File: src/rtl/ram_arbiter_if.sv
// ram_arbiter_if: bundles the three requester channels (fetch, data, DMA)
// and the 2-read/1-write RAM port signals shared through the arbiter.
//   f_*   : fetch channel (read only): req, addr -> gnt, rvalid, rdata
//   d_*   : CPU data channel: req, we, addr, wdata -> gnt, rvalid, rdata
//   m_*   : DMA/debug loader channel, same shape as d_*
//   ram_* : RAM side: addr_1 (read), addr_2 (read or write), wdata, we,
//           rdata_1/rdata_2 (registered read data from the RAM)
// Modports:
//   slave  : arbiter view (requests and RAM read data in, grants/RAM controls out)
//   master : environment view (requesters plus RAM instance)
interface ram_arbiter_if #(
  parameter int ADDR_W = 8,
  parameter int DATA_W = 8
);
  logic              f_req;
  logic [ADDR_W-1:0] f_addr;
  logic              f_gnt;
  logic              f_rvalid;
  logic [DATA_W-1:0] f_rdata;

  logic              d_req;
  logic              d_we;
  logic [ADDR_W-1:0] d_addr;
  logic [DATA_W-1:0] d_wdata;
  logic              d_gnt;
  logic              d_rvalid;
  logic [DATA_W-1:0] d_rdata;

  logic              m_req;
  logic              m_we;
  logic [ADDR_W-1:0] m_addr;
  logic [DATA_W-1:0] m_wdata;
  logic              m_gnt;
  logic              m_rvalid;
  logic [DATA_W-1:0] m_rdata;

  logic [ADDR_W-1:0] ram_addr_1;
  logic [ADDR_W-1:0] ram_addr_2;
  logic [DATA_W-1:0] ram_wdata;
  logic              ram_we;
  logic [DATA_W-1:0] ram_rdata_1;
  logic [DATA_W-1:0] ram_rdata_2;

  modport slave (
    input  f_req, f_addr,
    input  d_req, d_we, d_addr, d_wdata,
    input  m_req, m_we, m_addr, m_wdata,
    input  ram_rdata_1, ram_rdata_2,
    output f_gnt, f_rvalid, f_rdata,
    output d_gnt, d_rvalid, d_rdata,
    output m_gnt, m_rvalid, m_rdata,
    output ram_addr_1, ram_addr_2, ram_wdata, ram_we
  );

  modport master (
    output f_req, f_addr,
    output d_req, d_we, d_addr, d_wdata,
    output m_req, m_we, m_addr, m_wdata,
    output ram_rdata_1, ram_rdata_2,
    input  f_gnt, f_rvalid, f_rdata,
    input  d_gnt, d_rvalid, d_rdata,
    input  m_gnt, m_rvalid, m_rdata,
    input  ram_addr_1, ram_addr_2, ram_wdata, ram_we
  );
endinterface

File: src/rtl/ram_arbiter.sv
// ram_arbiter: round-robin sharing of a 2-read/1-write RAM between fetch (0),
// CPU data (1) and DMA/debug loader (2). Grants and RAM controls are
// combinational from the requests and the rr pointer; read data is routed
// back one cycle after the grant using a registered tag per RAM port.
// Ports:
//   clk   : system clock
//   reset : asynchronous active-high reset
//   bus   : ram_arbiter_if.slave (requester channels and RAM port signals)
// ADDR_W/DATA_W must match the interface instance connected to bus.
module ram_arbiter #(
  parameter int ADDR_W = 8,
  parameter int DATA_W = 8
) (
  input  logic          clk,
  input  logic          reset,
  ram_arbiter_if.slave  bus
);

  logic [2:0]        req_s;
  logic [2:0]        wr_s;
  logic [ADDR_W-1:0] addr_s  [3];
  logic [DATA_W-1:0] wdata_s [3];

  logic [1:0]        rr_r;
  logic [1:0]        rr_next_s;
  logic              tag1_v_r, tag2_v_r;
  logic [1:0]        tag1_idx_r, tag2_idx_r;
  logic              tag1_v_s, tag2_v_s;
  logic [1:0]        tag1_idx_s, tag2_idx_s;

  logic [2:0]        gnt_s;
  logic [ADDR_W-1:0] addr1_s, addr2_s;
  logic [DATA_W-1:0] ram_wdata_s;
  logic              ram_we_s;
  logic              p1_used_s, p2_used_s, wr_gnt_s, first_found_s;
  logic [1:0]        idx_s;

  logic [2:0]        rvalid_s;
  logic [DATA_W-1:0] rdata_s [3];

  // Modular add over the requester ring 0..2 (operands never exceed 2).
  function automatic logic [1:0] ring_add(input logic [1:0] base, input logic [1:0] k);
    logic [2:0] sum;
    sum = {1'b0, base} + {1'b0, k};
    if (sum >= 3'd3) begin
      sum = sum - 3'd3;
    end else begin
      sum = sum;
    end
    return sum[1:0];
  endfunction

  // Gather the requester channels into index-addressable form; fetch never writes.
  always_comb begin
    req_s      = {bus.m_req, bus.d_req, bus.f_req};
    wr_s       = {bus.m_we, bus.d_we, 1'b0};
    addr_s[0]  = bus.f_addr;
    addr_s[1]  = bus.d_addr;
    addr_s[2]  = bus.m_addr;
    wdata_s[0] = {DATA_W{1'b0}};
    wdata_s[1] = bus.d_wdata;
    wdata_s[2] = bus.m_wdata;
  end

  // Allocation walk rr, rr+1, rr+2 mapping requests onto the two RAM ports.
  always_comb begin
    gnt_s         = 3'b000;
    addr1_s       = {ADDR_W{1'b0}};
    addr2_s       = {ADDR_W{1'b0}};
    ram_wdata_s   = {DATA_W{1'b0}};
    ram_we_s      = 1'b0;
    p1_used_s     = 1'b0;
    p2_used_s     = 1'b0;
    wr_gnt_s      = 1'b0;
    first_found_s = 1'b0;
    idx_s         = 2'd0;
    tag1_v_s      = 1'b0;
    tag1_idx_s    = 2'd0;
    tag2_v_s      = 1'b0;
    tag2_idx_s    = 2'd0;
    rr_next_s     = rr_r;
    for (int k = 0; k < 3; k++) begin
      idx_s = ring_add(rr_r, 2'(k));
      // Reset masks every request so nothing is granted while it is held.
      if (req_s[idx_s] && !reset) begin
        if (!wr_s[idx_s]) begin
          if (!p1_used_s) begin
            gnt_s[idx_s] = 1'b1;
            p1_used_s    = 1'b1;
            addr1_s      = addr_s[idx_s];
            tag1_v_s     = 1'b1;
            tag1_idx_s   = idx_s;
          end else if (!p2_used_s && !wr_gnt_s) begin
            gnt_s[idx_s] = 1'b1;
            p2_used_s    = 1'b1;
            addr2_s      = addr_s[idx_s];
            tag2_v_s     = 1'b1;
            tag2_idx_s   = idx_s;
          end else begin
            gnt_s[idx_s] = 1'b0;
          end
        end else begin
          // A port-2 read taken earlier in the walk blocks this write.
          if (!wr_gnt_s && !p2_used_s) begin
            gnt_s[idx_s] = 1'b1;
            wr_gnt_s     = 1'b1;
            p2_used_s    = 1'b1;
            addr2_s      = addr_s[idx_s];
            ram_wdata_s  = wdata_s[idx_s];
            ram_we_s     = 1'b1;
          end else begin
            gnt_s[idx_s] = 1'b0;
          end
        end
        if (gnt_s[idx_s] && !first_found_s) begin
          first_found_s = 1'b1;
          rr_next_s     = ring_add(idx_s, 2'd1);
        end else begin
          first_found_s = first_found_s;
        end
      end else begin
        gnt_s[idx_s] = 1'b0;
      end
    end
  end

  // rr pointer and per-port read route tags.
  always_ff @(posedge clk or posedge reset) begin
    if (reset) begin
      rr_r       <= 2'd0;
      tag1_v_r   <= 1'b0;
      tag1_idx_r <= 2'd0;
      tag2_v_r   <= 1'b0;
      tag2_idx_r <= 2'd0;
    end else begin
      rr_r       <= rr_next_s;
      tag1_v_r   <= tag1_v_s;
      tag1_idx_r <= tag1_idx_s;
      tag2_v_r   <= tag2_v_s;
      tag2_idx_r <= tag2_idx_s;
    end
  end

  // Route the RAM's registered read data to the requester named by the tags.
  always_comb begin
    for (int i = 0; i < 3; i++) begin
      if (tag1_v_r && (tag1_idx_r == 2'(i))) begin
        rvalid_s[i] = 1'b1;
        rdata_s[i]  = bus.ram_rdata_1;
      end else if (tag2_v_r && (tag2_idx_r == 2'(i))) begin
        rvalid_s[i] = 1'b1;
        rdata_s[i]  = bus.ram_rdata_2;
      end else begin
        rvalid_s[i] = 1'b0;
        rdata_s[i]  = {DATA_W{1'b0}};
      end
    end
  end

  assign bus.f_gnt      = gnt_s[0];
  assign bus.d_gnt      = gnt_s[1];
  assign bus.m_gnt      = gnt_s[2];
  assign bus.f_rvalid   = rvalid_s[0];
  assign bus.d_rvalid   = rvalid_s[1];
  assign bus.m_rvalid   = rvalid_s[2];
  assign bus.f_rdata    = rdata_s[0];
  assign bus.d_rdata    = rdata_s[1];
  assign bus.m_rdata    = rdata_s[2];
  assign bus.ram_addr_1 = addr1_s;
  assign bus.ram_addr_2 = addr2_s;
  assign bus.ram_wdata  = ram_wdata_s;
  assign bus.ram_we     = ram_we_s;

endmodule

File: src/flat_wrapper.sv
// flat-port wrapper written by rule: the top's interface ports become plain ports
module ram_arbiter_flat 
#(
  parameter int ADDR_W = 8,
  parameter int DATA_W = 8
)
  (clk, reset, bus_f_req, bus_f_addr, bus_d_req, bus_d_we, bus_d_addr, bus_d_wdata, bus_m_req, bus_m_we, bus_m_addr, bus_m_wdata, bus_ram_rdata_1, bus_ram_rdata_2, bus_f_gnt, bus_f_rvalid, bus_f_rdata, bus_d_gnt, bus_d_rvalid, bus_d_rdata, bus_m_gnt, bus_m_rvalid, bus_m_rdata, bus_ram_addr_1, bus_ram_addr_2, bus_ram_wdata, bus_ram_we);
  ram_arbiter_if #(.ADDR_W(ADDR_W), .DATA_W(DATA_W)) bus_i ();
  input  logic clk;
  input  logic reset;
  input wire logic [$bits(bus_i.f_req)-1:0] bus_f_req;
  input wire logic [$bits(bus_i.f_addr)-1:0] bus_f_addr;
  input wire logic [$bits(bus_i.d_req)-1:0] bus_d_req;
  input wire logic [$bits(bus_i.d_we)-1:0] bus_d_we;
  input wire logic [$bits(bus_i.d_addr)-1:0] bus_d_addr;
  input wire logic [$bits(bus_i.d_wdata)-1:0] bus_d_wdata;
  input wire logic [$bits(bus_i.m_req)-1:0] bus_m_req;
  input wire logic [$bits(bus_i.m_we)-1:0] bus_m_we;
  input wire logic [$bits(bus_i.m_addr)-1:0] bus_m_addr;
  input wire logic [$bits(bus_i.m_wdata)-1:0] bus_m_wdata;
  input wire logic [$bits(bus_i.ram_rdata_1)-1:0] bus_ram_rdata_1;
  input wire logic [$bits(bus_i.ram_rdata_2)-1:0] bus_ram_rdata_2;
  output wire logic [$bits(bus_i.f_gnt)-1:0] bus_f_gnt;
  output wire logic [$bits(bus_i.f_rvalid)-1:0] bus_f_rvalid;
  output wire logic [$bits(bus_i.f_rdata)-1:0] bus_f_rdata;
  output wire logic [$bits(bus_i.d_gnt)-1:0] bus_d_gnt;
  output wire logic [$bits(bus_i.d_rvalid)-1:0] bus_d_rvalid;
  output wire logic [$bits(bus_i.d_rdata)-1:0] bus_d_rdata;
  output wire logic [$bits(bus_i.m_gnt)-1:0] bus_m_gnt;
  output wire logic [$bits(bus_i.m_rvalid)-1:0] bus_m_rvalid;
  output wire logic [$bits(bus_i.m_rdata)-1:0] bus_m_rdata;
  output wire logic [$bits(bus_i.ram_addr_1)-1:0] bus_ram_addr_1;
  output wire logic [$bits(bus_i.ram_addr_2)-1:0] bus_ram_addr_2;
  output wire logic [$bits(bus_i.ram_wdata)-1:0] bus_ram_wdata;
  output wire logic [$bits(bus_i.ram_we)-1:0] bus_ram_we;
  assign bus_i.f_req = bus_f_req;
  assign bus_i.f_addr = bus_f_addr;
  assign bus_i.d_req = bus_d_req;
  assign bus_i.d_we = bus_d_we;
  assign bus_i.d_addr = bus_d_addr;
  assign bus_i.d_wdata = bus_d_wdata;
  assign bus_i.m_req = bus_m_req;
  assign bus_i.m_we = bus_m_we;
  assign bus_i.m_addr = bus_m_addr;
  assign bus_i.m_wdata = bus_m_wdata;
  assign bus_i.ram_rdata_1 = bus_ram_rdata_1;
  assign bus_i.ram_rdata_2 = bus_ram_rdata_2;
  assign bus_f_gnt = bus_i.f_gnt;
  assign bus_f_rvalid = bus_i.f_rvalid;
  assign bus_f_rdata = bus_i.f_rdata;
  assign bus_d_gnt = bus_i.d_gnt;
  assign bus_d_rvalid = bus_i.d_rvalid;
  assign bus_d_rdata = bus_i.d_rdata;
  assign bus_m_gnt = bus_i.m_gnt;
  assign bus_m_rvalid = bus_i.m_rvalid;
  assign bus_m_rdata = bus_i.m_rdata;
  assign bus_ram_addr_1 = bus_i.ram_addr_1;
  assign bus_ram_addr_2 = bus_i.ram_addr_2;
  assign bus_ram_wdata = bus_i.ram_wdata;
  assign bus_ram_we = bus_i.ram_we;
  ram_arbiter #(.ADDR_W(ADDR_W), .DATA_W(DATA_W)) u_core (.clk(clk), .reset(reset), .bus(bus_i));
endmodule
File: config.mk
export PLATFORM = sky130hd
export DESIGN_NAME = ram_arbiter_flat
export DESIGN_NICKNAME = d
export VERILOG_FILES = /design/src/rtl/ram_arbiter_if.sv /design/src/rtl/ram_arbiter.sv /design/src/flat_wrapper.sv
export SDC_FILE = /design/constraint.sdc
export NUM_CORES = 1
export LEC_CHECK = 0
export BUFFER_PORTS_ARGS = -buffer_cell sky130_fd_sc_hd__buf_2
export CORE_MARGIN = 3
export CORE_UTILIZATION = 47
export CTS_CLUSTER_DIAMETER = 40
export DETAILED_ROUTE_END_ITERATION = 7
export PLACE_DENSITY = 0.82
export SLEW_MARGIN = 30
export SYNTH_ARGS = -nofsm -noshare
export SYNTH_HDL_FRONTEND = slang
export SYNTH_SLANG_ARGS = --single-unit
File: constraint.sdc
create_clock -name clk -period 4.3 [get_ports clk]
set_input_delay 1.29 -clock clk [delete_from_list [all_inputs] [get_ports clk]]
set_output_delay 1.29 -clock clk [all_outputs]
set_load 0.02 [all_outputs]
* Yosys cells after proc, flatten, opt, wreduce, memory -nomap -nowiden
Index checks and enable logic that the tools add are counted.
** Word-level totals
- Register bits after elaboration :: 8
- Input port bits :: 63
- Output and inout port bits :: 55
- Logic and storage cells :: 214
** Operators by class
- $add $sub $neg :: 11
- $lt $le $gt $ge :: 15
- Equal/unequal tests :: 4
- Mux-type cells :: 148
- Bitwise gates (word level) :: 9
- Reductions and logical operators :: 22
** Operators by type and width (number)
- two-way mux 8 bit :: 44
- binary-select mux 8 bit (select 2 bit) :: 6
- two-way mux 2 bit :: 28
- two-way mux 1 bit :: 46
- two-way mux 3 bit :: 12
- binary-select mux 1 bit (select 2 bit) :: 9
- greater-or-equal comparator 3 x 2 -> 1 bit, second input constant :: 5
- logical AND 1 bit :: 15
- adder 2 x 1 -> 3 bit, second input constant :: 4
- subtractor 2 bit, second input constant :: 6
- greater-or-equal comparator 3 bit, second input constant :: 3
- < comparator 2 x 3 -> 1 bit, second input constant :: 3
- inverter 2 -> 3 bit :: 3
- AND 3 bit :: 2
- demux 1 bit (select 2 bit) :: 3
- greater-or-equal comparator 2 x 1 -> 1 bit, second input constant :: 3
- inverter 3 bit :: 2
- OR 3 bit :: 2
- zero test 1 bit :: 5
- == test 2 x 1 -> 1 bit, second input constant :: 2
- == test 2 bit, second input constant :: 2
- zero test 2 bit :: 2
- adder 2 x 2 -> 3 bit, second input constant :: 1
- greater-or-equal comparator 2 bit, second input constant :: 1

* Depth between registers and ports, before layout
- Depth in word-level cells :: 24
- Mapped depth :: 10
- Gate-level depth less buffers :: 8

* Least setup slack after synthesis
Ideal clock, no wire load.
- Path kind :: input port to output port
- From :: in bus_f_req
- To :: out bus_ram_addr_2[0]
- Arrival :: 3021 ps
- Required time :: 3010 ps
- Slack :: -11 ps
- Cell stages on the path :: 7
- Buffers on the path :: 1
- Path through :: nor2b_1 a211oi_1 nand2b_1 a22o_1 or3b_1 buf_2 o221ai_1
** Between the ends
- Word-level cells in the longest chain between the ends :: 13
- Elaborated cells on any way between the ends :: 30
- Those cells by class :: 24 x mux; 6 x reduce/logical
** Ends and longest elaborated chain
- start: declaration :: RTL line flat_wrapper.sv:11 : input wire logic [$bits(bus_i.f_req)-1:0] bus_f_req;
- binary-select mux 1 bit (select 2 bit) :: RTL line ram_arbiter.sv:85 : if (req_s[idx_s] && !reset) begin
- two-way mux 1 bit (not written as such) :: RTL line ram_arbiter.sv:85
- logical AND 1 bit :: RTL line ram_arbiter.sv:85
- two-way mux 1 bit :: RTL line ram_arbiter.sv:85
- two-way mux 1 bit :: RTL line ram_arbiter.sv:87 : if (!p1_used_s) begin
- two-way mux 1 bit :: RTL line ram_arbiter.sv:86 : if (!wr_s[idx_s]) begin
- two-way mux 1 bit :: RTL line ram_arbiter.sv:85
- zero test 1 bit :: RTL line ram_arbiter.sv:93, ram_arbiter.sv:104
- logical AND 1 bit :: RTL line ram_arbiter.sv:93, ram_arbiter.sv:104
- two-way mux 8 bit :: RTL line ram_arbiter.sv:93, ram_arbiter.sv:104
- two-way mux 8 bit :: RTL line ram_arbiter.sv:87
- two-way mux 8 bit :: RTL line ram_arbiter.sv:86
- two-way mux 8 bit (*) :: RTL line ram_arbiter.sv:85
- end: declaration :: RTL line flat_wrapper.sv:33 : output wire logic [$bits(bus_i.ram_addr_2)-1:0] bus_ram_addr_2;
Mark *: on every way between the ends. The rest lies on a longest branch, timed or not. The select of a mux whose other input is x is not followed.

* Worst setup path after layout
- From :: in bus_f_req
- To :: out bus_ram_addr_2[4]
The elaborated chain is that of the path after synthesis.

==> impl_summary.md <==
Placement
After detailed placement, the total cell area comes to 0.00315 mm^2. The global placement routability congestion is 0.894. Port buffering added 117 buffers.

At the placement stage, the worst setup path has a slack of -0.121 ns. The half-perimeter wire length after detailed placement is 6.55 mm. The placed instance count is 542.

GRT
The number of antenna violations at the first check in global routing is 0. Entering global routing, the biggest net connects 18 pins. In the global route stage, met1 resource usage came out at 34.3%. Global routing used 27.8% of the available tracks.

The met3 track utilization from global routing is 4.15%. The via count of the first global-routing pass is 3161. In the global route stage, met2 resource usage came out at 49.5%. The layer carrying the most global-route usage is met2. The first global-routing pass estimated 14.0 mm of wire. For this run the aggregate overflow at the end of global routing stands at 0.

STA
Setup violations remaining at the end of the flow were counted as 1. The maximum clock frequency is 232 MHz. Headroom to the max-slew limit came out at 50.1%. Once routing completed, OpenROAD measured the worst setup slack at -0.00510 ns. The final critical delay including setup and external delays is 4.31 ns. After layout, the worst path uses 100% of the clock period.

The transition at the pin with the smallest max-transition slack is 0.747 ns. The max-slew violation count came to 0. Setup repair after global routing could not meet its margin everywhere.

After routing, the total negative slack on setup checks comes to -0.00510 ns. The maximum clock skew at final layout is 0.00561 ns. The number of failing hold endpoints at the final stage is 0.

Drt
The first TritonRoute pass finished after 7 iterations. In this run the remaining antenna-violating nets after routing total 0. The number of DRC violations after detailed routing is 0.

Wires add up to 8.73 mm. The detailed router finished its first iteration with 216 violations. The average routed wire per standard cell is 16.0 um. The via density per instance is 6.28. For this block, the via count after detailed routing is 3433.

Final layout
The net count reported at finish is 551. The library cell used most frequently in the layout, excluding fill and tap cells, is buf_2. The growth of design area from synthesis to finish is 46.7%. The number of antenna diodes in the final layout is 0.

For this run, the number of standard cells in the final layout without fillers is 547. The filler cells instantiated in the layout total 349. In the layout the commonest cells are buf_2, nor2_1, buf_4, a21oi_1, a22o_1. The post-route netlist has 40.9% of its cells at a drive strength greater than 1. The post-route standard cell area excluding fillers is 0.00337 mm^2.

Synthesis
The cell type contributing the most total cell area after synthesis is nor2_1. The post-synthesis register bit count is 8. Synthesis produced a netlist with a net count of 413. Counting flops with a built-in enable in the synthesized netlist gives 0. The cell area after synthesis is 0.00230 mm^2. The number of instances in the synthesized netlist is 346.

The synthesized netlist contains 49 unique library cells. Dividing the synthesized area by the synthesized cell count gives 6.64 um^2. The share of the synthesized area in the top cell type is 10.9%. The share of synthesized registers carrying an async set or reset is 100%.

The count of warnings emitted by yosys is 0. Summing the sequential cell areas from Yosys gives 8.71% of the chip area. The dominant synthesized flop cell is dfrtp_1.

In the post-synthesis netlist, the biggest area contributors are nor2_1, a22o_1, a21oi_1.

Critical path
The maximum fanout along the worst path is 8. In this design, the stage delay of the slowest critical-path cell is 0.48 ns. The data arrival time of the critical path is 3.02 ns. The kind of end point of the critical path is a primary output. The critical-path cell with the highest stage delay is or3b_4. In this run the number of cells on the critical path is 9.

The kind of critical path is in2out. STA classifies the critical path startpoint as an input port. The family with the most delay on the worst path is simple AND/OR/NAND/NOR gates. By instance count, the cell type seen most on the critical path is buf_4. At the worst endpoint, the required time is 3.01 ns. The depth of the worst register-to-register path is 9.

The number of buffer and inverter stages on the critical path is 3. Traced cell by cell, the critical path runs through buf_6, nor2b_4, a211oi_2, buf_4, nand3b_1, and3_4, or3b_4, o221ai_2, buf_4.

Power
The total power divided by cell area is 862 mW/mm^2. The maximum vdd drop is 0.748 mV. The total leakage power is 1.64 nW.

Die
The total area inside the core boundary comes to 0.00453 mm^2. The die is 75.9 um wide. The initialized floorplan defines 24 standard-cell rows. The die is 75.9 um tall. The area of the die is 0.00577 mm^2. For this configuration, the core starts out at a cell density of 50.7%. The I/O pin total is 118.

CTS
In this run, CTS created clock tree buffers numbering 3. The root buffer cell is clkbuf_8. For the worst-skew pair, the clock arrives at the later sink with an insertion delay of 0.24 ns. The clock drives 8 sinks. The deepest clock path buffer count is 2. The TritonCTS clock tree is yes.

CTS built an H-tree with a depth of 1. After clock tree synthesis, the clock-pin slew on the worst setup and hold paths is 0.04 ns.

Worst hold path
The min-delay analysis places its worst path in the category reg2reg. The worst hold path was traced through 3 stages.

Outcome
The final reports fail on setup timing. The flow ran to the end, but the final reports show violations.

Job
Across the run, the number of max-cap violations was 0.
## cells in the mapped netlist (all sizes together), types with 4 or more instances
cell / instances
a22o: 27
nand2b: 7
and3: 4
nand3b: 4
clkbuf: 13
mux2i: 13
nor2: 67
ha: 4
a22oi: 21
nand3: 18
nand2: 12
and2: 4
o221ai: 16
o22ai: 9
inv: 5
a21oi: 47
a221oi: 8
dfrtp: 8
buf: 14
nor2b: 14
## final cells by class
type	instances	area [um^2]	area share (%)
Tap cell	65	81.3	2.41
Sequential cell	8	200	5.94
Clock buffer	3	41.3	1.22
Inverter	5	18.8	0.557
Timing Repair Buffer	160	938	27.8
Multi-Input combinational cell	306	2090	62.0
## power by group
part / internal, mW / total, mW / switching, mW
sequential: 0.107 / 0.130 / 0.0226
combinational: 1.07 / 2.68 / 1.61
clock: 0.0609 / 0.0933 / 0.0324
total: 1.24 / 2.91 / 1.67
## per-layer routing
metal  up-vias  wire [um]
met1      1551       3430
met2       237       4370
met4         0        142
met3        23        784
met5         -          0
li1       1622          -
## kinds of logic after synthesis
| family | count (synthesis) | synth area share, % |
|---|---|---|
| simple gates | 142 | 30.2 |
| flops | 8 | 8.71 |
| fa+ha+maj | 4 | 2.18 |
| compound gates | 146 | 46.8 |
| mux | 14 | 6.15 |
| buf+inv | 32 | 6.04 |
## worst paths after layout
kind / start / endpoint / slack, ns
max in group asynchronous: reset / u_core.tag2_idx_r[1] / 2.95
worst min-delay path: u_core.rr_r[0] / u_core.rr_r[0] / 0.78
worst max-delay path: bus_f_req / bus_ram_addr_2[4] / -0.005
min in group asynchronous: reset / u_core.rr_r[0] / 1.21
worst min register to register: u_core.rr_r[0] / u_core.rr_r[0] / 0.78
worst max register to register: u_core.rr_r[0] / u_core.rr_r[1] / 1.38
## worst reg2reg max path: stages (launching register included)
cell     delay, ns
dfrtp_1       0.39
inv_1         0.08
ha_1          0.52
buf_4         0.23
and2b_1       0.19
a22oi_4       0.10
or4_4         0.45
and3_4        0.21
o41ai_2       0.28
mux2_1        0.36
## sequential cells by signal, indices dropped and copies added (netlist names)
register,count
u_core.tag1_idx_r,2
u_core.tag2_v_r,1
u_core.tag2_idx_r,2
u_core.tag1_v_r,1
u_core.rr_r,2
## metrics by stage
stage | power [mW] | utilization, % | hold WS, ns
floorplan | 1.85 | - | 0.713
global placement | 2.54 | 69.5 | 0.758
detailed placement | 2.59 | 69.5 | 0.774
CTS | 2.71 | 70.8 | 0.785
global route | 3.13 | 74.3 | 0.834
finish | 2.91 | 74.3 | 0.780
## timing repair
item	in CTS	in global routing
gates resized for setup	2	33
pin swaps	1	11
hold buffers	0	0
gates cloned	0	0
setup buffers	1	1
endpoints found under the setup margin	8	27
No activity file was read; power rests on OpenSTA's default activity.
